[src/rtl/mips_pkg.sv]
// Shared MIPS front-end definitions: fetch FSM states, fixed encodings and
// address/field widths used by the fetch stage and its next-PC selector.
package mips_pkg;

  localparam int XLEN       = 32;
  localparam int WORD_BYTES = 4;
  localparam int JIDX_W     = 26;

  localparam logic [XLEN-1:0] NOP     = 32'h0000_0000;
  localparam logic [XLEN-1:0] SYSCALL = 32'h0000_000C;

  typedef enum logic [1:0] {
    BOOT = 2'd0,
    RUN  = 2'd1,
    HALT = 2'd2
  } fetch_state_t;

endpackage

[src/rtl/next_pc_sel.sv]
// Next-PC priority mux: jr > jump > taken branch > sequential, with the
// branch/jump target adders. Redirects only count for a live IR word.
module next_pc_sel
  import mips_pkg::*;
(
  input  logic [XLEN-1:0]   pc,
  input  logic [XLEN-1:0]   id_pc_plus4,
  input  logic              qualify,
  input  logic              br_taken,
  input  logic [XLEN-1:0]   br_offset,
  input  logic              jump,
  input  logic [JIDX_W-1:0] jump_index,
  input  logic              jr,
  input  logic [XLEN-1:0]   jr_target,
  output logic [XLEN-1:0]   next_pc,
  output logic              redirect
);

  logic [XLEN-1:0] seq_target;
  logic [XLEN-1:0] br_target;
  logic [XLEN-1:0] j_target;

  assign seq_target = pc + XLEN'(WORD_BYTES);
  assign br_target  = id_pc_plus4 + (br_offset << 2);
  assign j_target   = {id_pc_plus4[31:28], jump_index, 2'b00};

  always_comb begin
    next_pc  = seq_target;
    redirect = 1'b0;
    if (qualify) begin
      if (jr) begin
        next_pc  = jr_target;
        redirect = 1'b1;
      end else if (jump) begin
        next_pc  = j_target;
        redirect = 1'b1;
      end else if (br_taken) begin
        next_pc  = br_target;
        redirect = 1'b1;
      end
    end
  end

endmodule

[src/rtl/pc_fetch.sv]
// Instruction-fetch stage: PC, instruction register and BOOT/RUN/HALT control.
// Define PC_FETCH_DELAY_SLOT_EN to keep the fall-through word after a redirect.
module pc_fetch
  import mips_pkg::*;
#(
  parameter logic [XLEN-1:0] RESET_PC   = 32'h0000_0000,
  parameter int unsigned     IMEM_DEPTH = 256,
  parameter logic [XLEN-1:0] HALT_WORD  = SYSCALL
) (
  input  logic              clk,
  input  logic              rst_n,
  input  logic              stall,
  input  logic              br_taken,
  input  logic [XLEN-1:0]   br_offset,
  input  logic              jump,
  input  logic [JIDX_W-1:0] jump_index,
  input  logic              jr,
  input  logic [XLEN-1:0]   jr_target,
  output logic [XLEN-1:0]   imem_addr,
  input  logic [XLEN-1:0]   imem_data,
  output logic [XLEN-1:0]   instr,
  output logic [XLEN-1:0]   id_pc,
  output logic [XLEN-1:0]   id_pc_plus4,
  output logic              instr_valid,
  output logic              halted,
  output logic              fetch_fault
);

  // 33-bit limit so a depth covering the whole 4 GiB space never faults.
  localparam logic [XLEN:0] PC_LIMIT = {1'b0, IMEM_DEPTH} << 2;

`ifdef PC_FETCH_DELAY_SLOT_EN
  localparam bit SQUASH_SLOT = 1'b0;
`else
  localparam bit SQUASH_SLOT = 1'b1;
`endif

  fetch_state_t    state_reg;
  logic [XLEN-1:0] pc_reg;
  logic [XLEN-1:0] ir_reg;
  logic [XLEN-1:0] id_pc_reg;
  logic            valid_reg;
  logic            halted_reg;
  logic            fault_reg;

  logic [XLEN-1:0] pc_next;
  logic            redirect;
  logic            squash;
  logic            out_of_range;
  logic            halt_hit;

  assign id_pc_plus4  = id_pc_reg + XLEN'(WORD_BYTES);
  assign out_of_range = ({1'b0, pc_reg} >= PC_LIMIT);
  assign halt_hit     = (imem_data == HALT_WORD);
  assign squash       = SQUASH_SLOT & redirect;

  next_pc_sel u_next_pc_sel (
    .pc          (pc_reg),
    .id_pc_plus4 (id_pc_plus4),
    .qualify     (valid_reg),
    .br_taken    (br_taken),
    .br_offset   (br_offset),
    .jump        (jump),
    .jump_index  (jump_index),
    .jr          (jr),
    .jr_target   (jr_target),
    .next_pc     (pc_next),
    .redirect    (redirect)
  );

  always_ff @(posedge clk or negedge rst_n) begin
    if (!rst_n) begin
      state_reg  <= BOOT;
      pc_reg     <= RESET_PC;
      ir_reg     <= NOP;
      id_pc_reg  <= RESET_PC;
      valid_reg  <= 1'b0;
      halted_reg <= 1'b0;
      fault_reg  <= 1'b0;
    end else begin
      case (state_reg)
        BOOT: state_reg <= RUN;
        RUN: begin
          if (!stall) begin
            if (out_of_range) begin
              ir_reg     <= NOP;
              valid_reg  <= 1'b0;
              fault_reg  <= 1'b1;
              halted_reg <= 1'b1;
              state_reg  <= HALT;
            end else begin
              id_pc_reg <= pc_reg;
              if (squash) begin
                ir_reg    <= NOP;
                valid_reg <= 1'b0;
                pc_reg    <= pc_next;
              end else begin
                ir_reg    <= imem_data;
                valid_reg <= 1'b1;
                // A captured syscall freezes the PC on its own address.
                if (halt_hit) begin
                  halted_reg <= 1'b1;
                  state_reg  <= HALT;
                end else begin
                  pc_reg <= pc_next;
                end
              end
            end
          end
        end
        HALT: begin
          ir_reg    <= NOP;
          valid_reg <= 1'b0;
        end
        default: state_reg <= HALT;
      endcase
    end
  end

  assign imem_addr   = pc_reg;
  assign instr       = ir_reg;
  assign id_pc       = id_pc_reg;
  assign instr_valid = valid_reg;
  assign halted      = halted_reg;
  assign fetch_fault = fault_reg;

endmodule

[config.mk]
export PLATFORM = sky130hd
export DESIGN_NAME = pc_fetch
export DESIGN_NICKNAME = d
export VERILOG_FILES = /design/src/rtl/mips_pkg.sv /design/src/rtl/next_pc_sel.sv /design/src/rtl/pc_fetch.sv
export SDC_FILE = /design/constraint.sdc
export NUM_CORES = 1
export LEC_CHECK = 0
export BUFFER_PORTS_ARGS = -buffer_cell sky130_fd_sc_hd__buf_2
export CAP_MARGIN = 20
export CORE_MARGIN = 2
export CORE_UTILIZATION = 40
export DETAILED_ROUTE_END_ITERATION = 10
export MAX_ROUTING_LAYER = met4
export PLACE_DENSITY_LB_ADDON = 0.2
export REMOVE_ABC_BUFFERS = 1
export SYNTH_ARGS = -nofsm -noshare
export SYNTH_HDL_FRONTEND = slang
export SYNTH_SLANG_ARGS = --single-unit
[constraint.sdc]
create_clock -name clk -period 3.2 [get_ports clk]
set_clock_uncertainty 0.05 [all_clocks]
set_input_delay 0.48 -clock clk [delete_from_list [all_inputs] [get_ports clk]]
set_output_delay 0.48 -clock clk [all_outputs]
set_load 0.005 [all_outputs]
After elaboration in Yosys (flattened, before gate mapping) --
Cells that the tools add are included.
Word-level totals: word-level logic and storage cells 57, register bits 101, bits of input ports 128
Cells by class: bitwise logic cells 3, reduce and logical (&&, ||, !) cells 9, add/sub/neg operators 3, magnitude comparators 1, mux-type cells 26, equality and inequality tests 8
Operators with widths (count):
- $mux 32 | 9
- $add 32x3->32 const B | 2
- $pmux 32 s2 | 1
- $add 32x32->32 | 1
- $eq 32x4->1 const B | 1
- $ge 32x11->1 const B | 1
- $reduce_and 4->1 | 3
- $mux 1 | 10
- $mux 2 | 4
- $ne 3x3->1 const B | 2
- $pmux 2 s3 | 1
- $reduce_and 3->1 | 2
- $ne 2x2->1 const B | 2
- $reduce_bool 2->1 | 2
- $not 1->1 | 3
- $eq 2x1->1 const B | 1
- $eq 2x2->1 const B | 1
- $logic_not 2->1 | 1
- $ne 2x1->1 const B | 1
- $pmux 1 s2 | 1
- $reduce_and 2->1 | 1

Depth between registers and ports, before layout --
depth in word-level cells 8, gate-level depth with buffers 19, gate-level depth less buffers 18

By module --
From an unflattened synthesis, not the netlist that was laid out.
Second synthesis, totals: cell total of the unflattened synthesis 873, area total of the unflattened synthesis 7780.0 um^2
By module, submodules not included:
- pc_fetch | cells each 339, times used 1, area each 4379.2 um^2
- next_pc_sel | cells each 534, times used 1, area each 3400.8 um^2

Least setup slack after synthesis --
No wires, ideal clock.
path type register to register, from register id_pc_reg[2], in the netlist id_pc[2], to register pc_reg[29], in the netlist imem_addr[29], data required time 3.027 ns, arrival time 3.500 ns, slack -0.473 ns, buffers on the path 1, cell stages (with the launch flop) 19, path through dfrtp_1 -> ha_1 -> nand3_1 -> nor2_1 -> and3_1 -> and2_1 -> clkbuf_1 -> nand4_1 -> xnor2_1 -> ha_1 -> a21o_1 -> a21o_1 -> a21oi_1 -> a21boi_0 -> a21oi_1 -> o31ai_1 -> nand3_1 -> a31oi_1 -> a21oi_1
On the way: longest elaborated chain between the ends 8
Ends and longest elaborated chain:
- from (decl) | line pc_fetch.sv:41 | logic [XLEN-1:0] id_pc_reg;
- from (signal assigned) | line pc_fetch.sv:92 | id_pc_reg <= pc_reg;
- $add 32x3->32 * | line pc_fetch.sv:52 | assign id_pc_plus4 = id_pc_reg + XLEN'(WORD_BYTES);
- net id_pc_plus4[22] | line pc_fetch.sv:23 | output logic [XLEN-1:0] id_pc_plus4,
- $add 32x32->32 * | line next_pc_sel.sv:24 | assign br_target = id_pc_plus4 + (br_offset << 2);
- $mux 32 * | line next_pc_sel.sv:37 | end else if (br_taken) begin
- $mux 32 * | line next_pc_sel.sv:34 | end else if (jump) begin
- $mux 32 * | line next_pc_sel.sv:31 | if (jr) begin
- $mux 32 * | line next_pc_sel.sv:30 | if (qualify) begin
- $mux 32 | line pc_fetch.sv:101 | if (halt_hit) begin
- $mux 32 * | line pc_fetch.sv:93 | if (squash) begin
- to (signal assigned) | line pc_fetch.sv:96 | pc_reg <= pc_next;
- to (signal assigned) | line pc_fetch.sv:105 | pc_reg <= pc_next;
- to (decl) | line pc_fetch.sv:39 | logic [XLEN-1:0] pc_reg;
Mark *: on every way through the listed nets, which the timed path passes. The rest lies on a longest branch. The select of a mux whose other input is x is not followed. A chain may end at the register's enable or synchronous reset.

Worst setup path after layout --
from register id_pc_reg[5], in the netlist id_pc[5], to register pc_reg[31], in the netlist imem_addr[31]
On the way: longest elaborated chain between the ends 8
Ends and longest elaborated chain (line):
- $add 32x3->32 * | pc_fetch.sv:52
- $add 32x32->32 | next_pc_sel.sv:24
- $mux 32 | next_pc_sel.sv:37
- $mux 32 * | next_pc_sel.sv:34
- $mux 32 * | next_pc_sel.sv:31
- $mux 32 * | next_pc_sel.sv:30
- $mux 32 | pc_fetch.sv:101
- $mux 32 * | pc_fetch.sv:93
Mark *: on every way between the ends. The rest lies on a longest branch, timed or not. The select of a mux whose other input is x is not followed.

==> results.cfg <==
[yosys]
yosysSeqAreaShare_pct = 37.8
yosys_warnings = 0
syn_area_per_cell_um2 = 9.15
synth-main-ff-cell = dfrtp_1
netlist_instances = 731
async_flop_share_pct = 100
ys_seq_elements = 101
synth-edff-count = 0
synth.distinct_cells = 68
netlist_area_um2 = 6690

[global_routing]
first_global_vias = 7037
grt_max_degree = 56
grt_use_total_pct = 27.0
grt_pass1_wl_um = 36800
overflow = 0
antenna_found_initial = 0

[clock_network]
cts_buffers = 9
cts_tree = yes
clk-insertion-delay-late_ns = 0.35
h-tree-depth = 3
clkSlewWorstSetupHoldPaths_ns = 0.07
clock-root-buffer = clkbuf_16
cts_sinks = 101
cts-hold-fix-buffers = 0
clockBufferDepth = 2

[power]
internal_power_mw = 2.15
p_sw_uw = 736
power_mw = 2.89
p_leak_nw = 5.50
peakVddDrop_mv = 0.280
pwr-share-clk_pct = 41.5
powerDensity_nw_per_um2 = 283
comb_power_share_pct = 13.9
seqPwrFrac_pct = 44.5
swShare_pct = 25.5

[drt]
avgRoutedWirePerCell_um = 17.7
num_vias = 7221
wl_um = 23700
viasPerCell = 5.40
drt_first_iter_violations = 533
firstDrtPassIters = 5
drc = 0
ant_nets = 0

[setup_path]
timing.rr.start = id_pc[5]
reg2reg_slack_ns = -0.37
r2r-end = imem_addr[31]
worstPathArrival_ns = 3.79
reg2reg_depth = 19
startpoint_type = flip-flop
cp.required_ns = 3.43
critPathKind = reg2reg
endpoint_kind = flip-flop
path_max_fanout = 4

[placement]
gp_congestion = 0.939
port_buffers = 256
dp_slack_ns = -0.438
dp_hpwl_um = 17900

[floorplanning]
placementRows = 47
initial_core_util_pct = 40.6
ios = 259
die_y_um = 133
coreArea_um2 = 16500
die_w_um = 133
die-area_um2 = 17800

[timing]
worstMarginPinSlew_ns = 0.900
finalWorstSetupSlack_ns = -0.366
drv_slew = 0
fin_crit_sh_pct = 111
min_period_ns = 3.57
finalHoldViolCount = 0
max_freq_ghz = 0.280
rsz0062_at_grt = yes
maxSlewHeadroom_pct = 39.7
finalSetupViolCount = 14

[job]
cap_violations = 0

[layout]
nets = 1277
fill_cells = 1422
post-route-util_pct = 62.0
syn2layout_area_growth_pct = 52.7
final_common_cell = buf_2
insertedDiodeCount = 0
multiInputGateArea_um2 = 4500
final_cell_mix = buf_2, buf_4, dfrtp_1
drive_gt1_share_pct = 48.2
layout.area.seq_um2 = 2530

[status]
status = finished with violations
violations = setup timing

[hold_path]
hp-class = in2async
synthesized netlist by cell type (4+ instances only):
master,instances,area share (%)
dfrtp_1,101,38
a21oi_1,58,4.3
nand2_1,57,3.2
o21ai_0,41,3.1
ha_1,35,6.6
nor2_1,35,2.0
xnor2_1,33,4.3
a22o_1,32,4.2
a21o_1,29,3.3
clkbuf_1,26,1.5
nand3_1,26,1.9
nor2b_1,25,2.3
xor2_1,19,2.5
nand4_1,18,1.7
inv_1,15,0.84
nand2b_1,14,1.3
nor4_1,14,1.3
a31oi_1,12,1.1
and3_1,10,0.94
a22oi_1,9,1.0
buf_2,9,0.67
mux2_2,8,1.3
o21bai_1,7,0.79
nor3_1,6,0.45
o211ai_1,6,0.67
and4_1,5,0.66
buf_4,5,0.56
nand3b_1,5,0.56
o22ai_1,5,0.47
a211oi_1,4,0.45
and2_1,4,0.37
o31ai_1,4,0.45
or4_1,4,0.45
what timing repair did:
item                                    in CTS  in global routing
gates resized for setup                     69                 57
gates cloned                                 0                  0
hold endpoints to repair                     0                  0
pin swaps                                   46                 43
endpoints found under the setup margin      20                 23
setup buffers                               12                  6
worst max path at each step:
stage	slack [ns]	start	endpoint
3_3_place_gp	-0.37	id_pc[5]	imem_addr[29]
6_report	-0.37	id_pc[5]	imem_addr[31]
5_1_grt	-0.52	id_pc[4]	imem_addr[31]
2_1_floorplan	-0.39	id_pc[2]	imem_addr[29]
3_5_place_dp	-0.44	id_pc[5]	imem_addr[29]
4_1_cts	-0.31	id_pc[5]	imem_addr[31]
cell type report:
cell class / instances / area share (%)
Clock inverter: 6 / 0.895
Timing Repair Buffer: 414 / 24.7
Sequential cell: 101 / 24.8
Clock buffer: 10 / 2.24
Inverter: 15 / 0.552
Tap cell: 220 / 2.70
Multi-Input combinational cell: 572 / 44.1
critical path, stage by stage (launching register included):
cell,delay [ns]
dfrtp_1,0.36
and3_4,0.21
nand4_1,0.24
nor2_4,0.21
buf_6,0.13
and4_4,0.28
nand3_4,0.11
xnor2_4,0.20
ha_4,0.16
a21o_1,0.13
a21o_1,0.13
a21oi_2,0.06
buf_4,0.13
o21bai_1,0.12
a21oi_1,0.09
o21ai_2,0.09
o22ai_2,0.10
or4_1,0.41
o211a_1,0.14
a31oi_1,0.14
per-layer routing:
metal	vias up	GRT usage, %	wire length, um
li1	3463	-	-
met1	3468	35.6	10300
met2	255	43.1	11500
met3	35	3.73	1350
met4	0	8.92	605
met5	-	-	0
stage by stage:
stage / TNS (ns) / cells / instance area (um2) / hold WS, ns
detailed placement: -4.51 / 1305 / 9130 / 0.408
global placement: -3.80 / 1305 / 9130 / 0.389
global route: -5.51 / 1338 / 10200 / 0.213
finish: -2.69 / 1338 / 10200 / 0.149
CTS: -2.39 / 1332 / 9850 / 0.174
floorplan: -1.26 / 688 / 6480 / 0.134
kinds of logic (layout without fill, tap and decap cells):
| logic type | after synthesis | in the layout | share of synthesized area [%] |
|---|---|---|---|
| simple gates | 241 | 241 | 19.7 |
| compound gates | 235 | 235 | 23.6 |
| mux | 8 | 8 | 1.35 |
| xor+xnor | 52 | 52 | 6.81 |
| flops | 101 | 101 | 37.8 |
| fa+ha+maj | 36 | 36 | 6.85 |
| buf+inv | 58 | 445 | 3.93 |
power by group through the flow:
stage	Clock, mW	Sequential [mW]	Combinational (mW)
final	1.20	1.29	0.402
after global routing	1.27	1.29	0.441
after CTS	1.22	1.29	0.384
after detailed placement	0	1.31	0.367
after global placement	0	1.31	0.366
after floorplan	0	1.31	0.134
Note: power is estimated with default switching activity, not from simulation.
